[src/rtl/hex_display_scan.sv]
// Time-multiplexed hex scanner for a common-bus 7-segment display, with blanking gaps,
// optional leading-zero suppression and a double-buffered value that only swaps at frame start.
module hex_display_scan #(
    parameter int DIGITS       = 4,
    parameter int CLK_DIV      = 50000,
    parameter int BLANK_CYCLES = 500
) (
    input  logic                  clk,
    input  logic                  rst,
    input  logic                  load,
    input  logic [4*DIGITS-1:0]   value,
    input  logic                  lz_blank,
    output logic [3:0]            data,
    output logic [DIGITS-1:0]     digit_en,
    output logic                  frame
);

    localparam int CW = $clog2(CLK_DIV);
    localparam int IW = (DIGITS > 1) ? $clog2(DIGITS) : 1;
    localparam logic [CW-1:0] LAST_CNT  = CW'(CLK_DIV - 1);
    localparam logic [CW-1:0] BLANK_CNT = CW'(BLANK_CYCLES);
    localparam logic [IW-1:0] LAST_IDX  = IW'(DIGITS - 1);

    logic [CW-1:0]         cnt;
    logic [CW-1:0]         cnt_next;
    logic [IW-1:0]         idx;
    logic [IW-1:0]         idx_next;
    logic                  idx_valid;
    logic                  wrap;
    logic                  boundary;
    logic [4*DIGITS-1:0]   shadow;
    logic [4*DIGITS-1:0]   shadow_next;
    logic [4*DIGITS-1:0]   pending;
    logic                  pending_valid;
    logic [3:0]            nibble;
    logic [DIGITS-1:0]     onehot;
    logic                  suppress;
    logic                  upper_zero;

    always_comb begin
        idx_valid = 1'b0;
        for (int i = 0; i < DIGITS; i++) begin
            if (idx == IW'(i)) begin
                idx_valid = 1'b1;
            end
        end
    end

    // Out-of-range digit indices are unreachable but are steered back to digit 0.
    always_comb begin
        wrap     = (cnt >= LAST_CNT);
        cnt_next = wrap ? '0 : cnt + 1'b1;
        if (!idx_valid) begin
            idx_next = '0;
        end else if (wrap) begin
            idx_next = (idx == LAST_IDX) ? '0 : idx + 1'b1;
        end else begin
            idx_next = idx;
        end
        boundary = (cnt_next == '0) && (idx_next == '0);
    end

    always_comb begin
        shadow_next = shadow;
        if (boundary) begin
            if (load) begin
                shadow_next = value;
            end else if (pending_valid) begin
                shadow_next = pending;
            end
        end
    end

    // Walk from the top digit down so upper_zero covers nibbles i..DIGITS-1 at each step.
    always_comb begin
        nibble     = '0;
        onehot     = '0;
        suppress   = 1'b0;
        upper_zero = 1'b1;
        for (int i = DIGITS - 1; i >= 0; i--) begin
            upper_zero = upper_zero && (shadow_next[4*i +: 4] == 4'h0);
            if (idx_next == IW'(i)) begin
                nibble    = shadow_next[4*i +: 4];
                onehot[i] = 1'b1;
                suppress  = lz_blank && (i != 0) && upper_zero;
            end
        end
    end

    always_ff @(posedge clk) begin
        if (rst) begin
            cnt           <= '0;
            idx           <= '0;
            shadow        <= '0;
            pending       <= '0;
            pending_valid <= 1'b0;
            data          <= '0;
            digit_en      <= '0;
            frame         <= 1'b0;
        end else begin
            cnt    <= cnt_next;
            idx    <= idx_next;
            shadow <= shadow_next;
            if (load && !boundary) begin
                pending       <= value;
                pending_valid <= 1'b1;
            end else if (boundary) begin
                pending_valid <= 1'b0;
            end
            data     <= nibble;
            digit_en <= ((cnt_next >= BLANK_CNT) && !suppress) ? onehot : '0;
            frame    <= boundary;
        end
    end

endmodule

[config.mk]
export PLATFORM = sky130hd
export DESIGN_NAME = hex_display_scan
export DESIGN_NICKNAME = d
export VERILOG_FILES = /design/src/rtl/hex_display_scan.sv
export SDC_FILE = /design/constraint.sdc
export NUM_CORES = 1
export LEC_CHECK = 0
export ABC_CLOCK_PERIOD_IN_PS = 6170
export BUFFER_PORTS_ARGS = -buffer_cell sky130_fd_sc_hd__buf_2
export CAP_MARGIN = 40
export CORE_MARGIN = 2
export CORE_UTILIZATION = 62
export DETAILED_ROUTE_END_ITERATION = 10
export PLACE_DENSITY = 0.92
export RECOVER_POWER = 25
export SYNTH_ARGS = -nofsm -noshare
export SYNTH_HDL_FRONTEND = slang
export SYNTH_SLANG_ARGS = --single-unit
export TNS_END_PERCENT = 30
[constraint.sdc]
create_clock -name clk -period 6.17 [get_ports clk]
set_input_delay 0.617 -clock clk [delete_from_list [all_inputs] [get_ports clk]]
set_output_delay 0.617 -clock clk [all_outputs]
set_load 0.05 [all_outputs]
==> summary.txt <==
Setup path
  – Startpoint types: flop
  – Crit-path cells: ha_1 -> nand3_1 -> a211o_1 -> a211oi_1 -> a2bb2oi_1 -> nand2_1 -> nand2_1 -> mux2i_1 -> nor2_1
  – Critical Path RT: 6380 ps
  – CP endpoint kind: flop
  – R2R cell count: 9
  – Crit path kind: reg -> reg
  – Critical path data arrival time: 4220 ps
  – CP Max Fanout: 16
  – CP delay by family, top: compound AO/OA/AOI/OAI gates
  – Cell count along the critical path: 9
  – Worst path max stage delay: 720 ps
  – Most used cell, CP: nand2_1
  – Slowest stage cell, crit path: a2bb2oi_1
  – Buf/Inv on CP: 0

Timing
  – Hold Fails Final Rpt: 0
  – Slew at the pin closest to its max-slew limit: 872.4 ps
  – Max Clock Freq: 249.1 MHz
  – Clock Skew: 6.630 ps
  – Fin crit period: 4014 ps
  – Fin crit share: 0.6506
  – Final WS setup: 2156 ps
  – Setup TNS: 0 ps
  – RSZ-0062 raised after global routing: no
  – Slew Limit Fails: 0
  – Final setup fails: 0
  – Relative slew slack: 0.4170

Placement
  – I/O Buffers: 28
  – Placed cell areas: 0.003324 mm2
  – Dpl ws: 2324 ps
  – Dpl hpwl: 5227 um
  – Gpl congestion: 0.8617

Drt
  – Routed Antenna Nets: 0
  – DRC errors left: 0
  – DR pass1 iterations: 5
  – WL final: 7719 um
  – Vias post-DR: 3015
  – Via density: 6.401
  – Wire per inst: 16.39 um
  – Initial DRC Count: 341

Floorplanning
  – Initial core utilization: 0.6350
  – IO Pins: 29
  – DIE HEIGHT: 75.86 um
  – Die ar.: 0.005755 mm2
  – Die X: 75.86 um
  – CORE AREA: 0.005042 mm2
  – # rows: 26

Synth
  – Synthesis Warnings: 0
  – Register area share after synthesis: 0.3751
  – Synth cell types: 64
  – Seq cells post-synth: 60
  – Main synth FF type: dfxtp_1
  – Asr flop ratio synth: 0
  – Cells after Synth: 379
  – Syn Std Cell Area: 0.003202 mm2
  – Synth Area in Compound Gates: 0.1547
  – Synth Area in XOR/XNOR: 0.03556
  – Adder and majority cell fraction of the synthesized area: 0.01172
  – Post-Synth Simple-Gate Area: 0.2935
  – Syn_area_per_cell: 8.448 um2
  – EDFF count, synth: 0
  – Main combinational cell family by area after synthesis: simple AND/OR/NAND/NOR gates
  – Mux cell area share after synthesis: 0.08128
  – Syn nets: 402

CTS
  – Clk Tree Root Cell: clkbuf_8
  – Post-CTS Setup Bufs: 0
  – CTS Buffer Depth: 2
  – Clk_lat worst skew: 350 ps
  – Sink Count: 60
  – Clock input transition at the sequential cells of the worst setup and hold paths: 70 ps
  – Hold buffers post-CTS: 0
  – CTS resizes: 0
  – CTS tree: done
  – Cts bufs inserted: 9
  – CTS H-tree lvls: 3

Finish
  – Layout cells sized above 1: 0.1272
  – Post-route cell area: 0.003518 mm2
  – FILL cells: 398
  – Area grow syn2layout: 9.887%
  – Post-layout nets: 419
  – Most common cell after layout, fill and taps aside: nor2_1
  – Commonest non-fill, non-tap cells in the layout: nor2_1, dfxtp_1, nand2_1, mux2i_1, buf_2
  – # diodes: 0

GRT
  – Total GRT Usage: 0.2903
  – Vias in the first global route: 2638
  – First-pass GRT wire length: 12390 um
  – Pin count of the biggest net entering global routing: 35
  – Initial antenna violation count: 0
  – Total grt overflow: 0

Power and ir drop
  – Cell Pwr Density: 259.6 mW/mm2
  – Worst vdd ir: 0.2039 mV
  – Cell leakage power: 1.369 nW

Job
  – Max_cap viols: 0

Worst hold path
  – Hold path depth: 2
  – HP Class: reg -> reg

Outcome
  – Status: completed
[layout make-up]
cell class              count  area, um2  area share
clock buffers              11      151.4     0.04303
clock inverters             5      58.81     0.01671
inverters                   9      33.78    0.009602
multi-input cells         287       1842      0.5235
flip-flops and latches     60       1201      0.3414
well taps                  70      87.58     0.02489
repair buffers             29      143.9     0.04090
[synthesized netlist by cell type, drive strengths merged, types with 2 or more instances]
cell | instances | share of area
a211o | 2 | 0.0055
a211oi | 6 | 0.014
a21o | 2 | 0.0047
a21oi | 6 | 0.0094
a22o | 2 | 0.0055
a31o | 3 | 0.0082
a31oi | 8 | 0.016
and2 | 10 | 0.020
and4 | 2 | 0.0055
and4b | 3 | 0.0094
buf | 13 | 0.026
clkbuf | 10 | 0.012
dfxtp | 60 | 0.38
ha | 3 | 0.012
inv | 9 | 0.011
mux2i | 26 | 0.081
nand2 | 31 | 0.036
nand2b | 2 | 0.0047
nand3 | 20 | 0.040
nand4 | 12 | 0.023
nor2 | 63 | 0.075
nor2b | 5 | 0.0098
nor3 | 14 | 0.025
nor4 | 7 | 0.020
nor4b | 2 | 0.0074
o211ai | 2 | 0.0047
o21ai | 14 | 0.022
o221ai | 2 | 0.0055
o22ai | 3 | 0.0059
o2bb2ai | 2 | 0.0055
o31ai | 2 | 0.013
or3 | 2 | 0.0039
or4 | 2 | 0.0047
xnor2 | 7 | 0.019
xor2 | 6 | 0.016
[report_power, final]
part	leakage (nW)	internal, mW	switching, mW
clock	0.102	0.209	0.164
combinational	0.779	0.0468	0.0728
sequential	0.489	0.405	0.0157
total	1.37	0.661	0.252
[worst min-delay path, delay by kind of cell (launching register included)]
kind            cells  cell delay [ps]
flops               1              310
simple gates        1               50
compound gates      1               50
[worst paths after layout]
path               start          end  slack [ps]
max               cnt[0]   pending[6]        2160
min          pending[15]  pending[15]         460
max reg2reg       cnt[0]   pending[6]        2160
min reg2reg  pending[15]  pending[15]         460
[cell families after synthesis]
kind of cell | after synthesis
xor gates and xnor gates | 13
buffers and inverters | 32
DFF | 60
AOI/OAI and AO/OA | 66
adders and majority gates | 3
muxes | 26
and+or+nand+nor | 179
[layer usage]
layer / global-route usage / vias up / routed length, um
met5: 0 / - / 0
met3: 0.07407 / 30 / 582
li1: - / 1413 / -
met2: 0.4713 / 166 / 3759
met4: 0.1131 / 0 / 182
met1: 0.3693 / 1406 / 3195
[registers in the layout, indices dropped and copies added (netlist names)]
signal	cells
cnt	16
data	4
digit_en	4
frame	1
idx	2
pending	16
pending_valid	1
shadow	16
[stage by stage]
step	cells	util	hold slack (ps)	total power, mW
3_5_place_dp	455	0.6593	449.0	0.5456
6_report	471	0.6978	455.7	0.9133
5_1_grt	471	0.6978	491.6	0.9530
2_1_floorplan	379	-	436.3	0.5160
4_1_cts	471	0.7010	458.9	0.9141
3_3_place_gp	454	0.6563	444.8	0.5369
(Power assumes the default switching activity.)
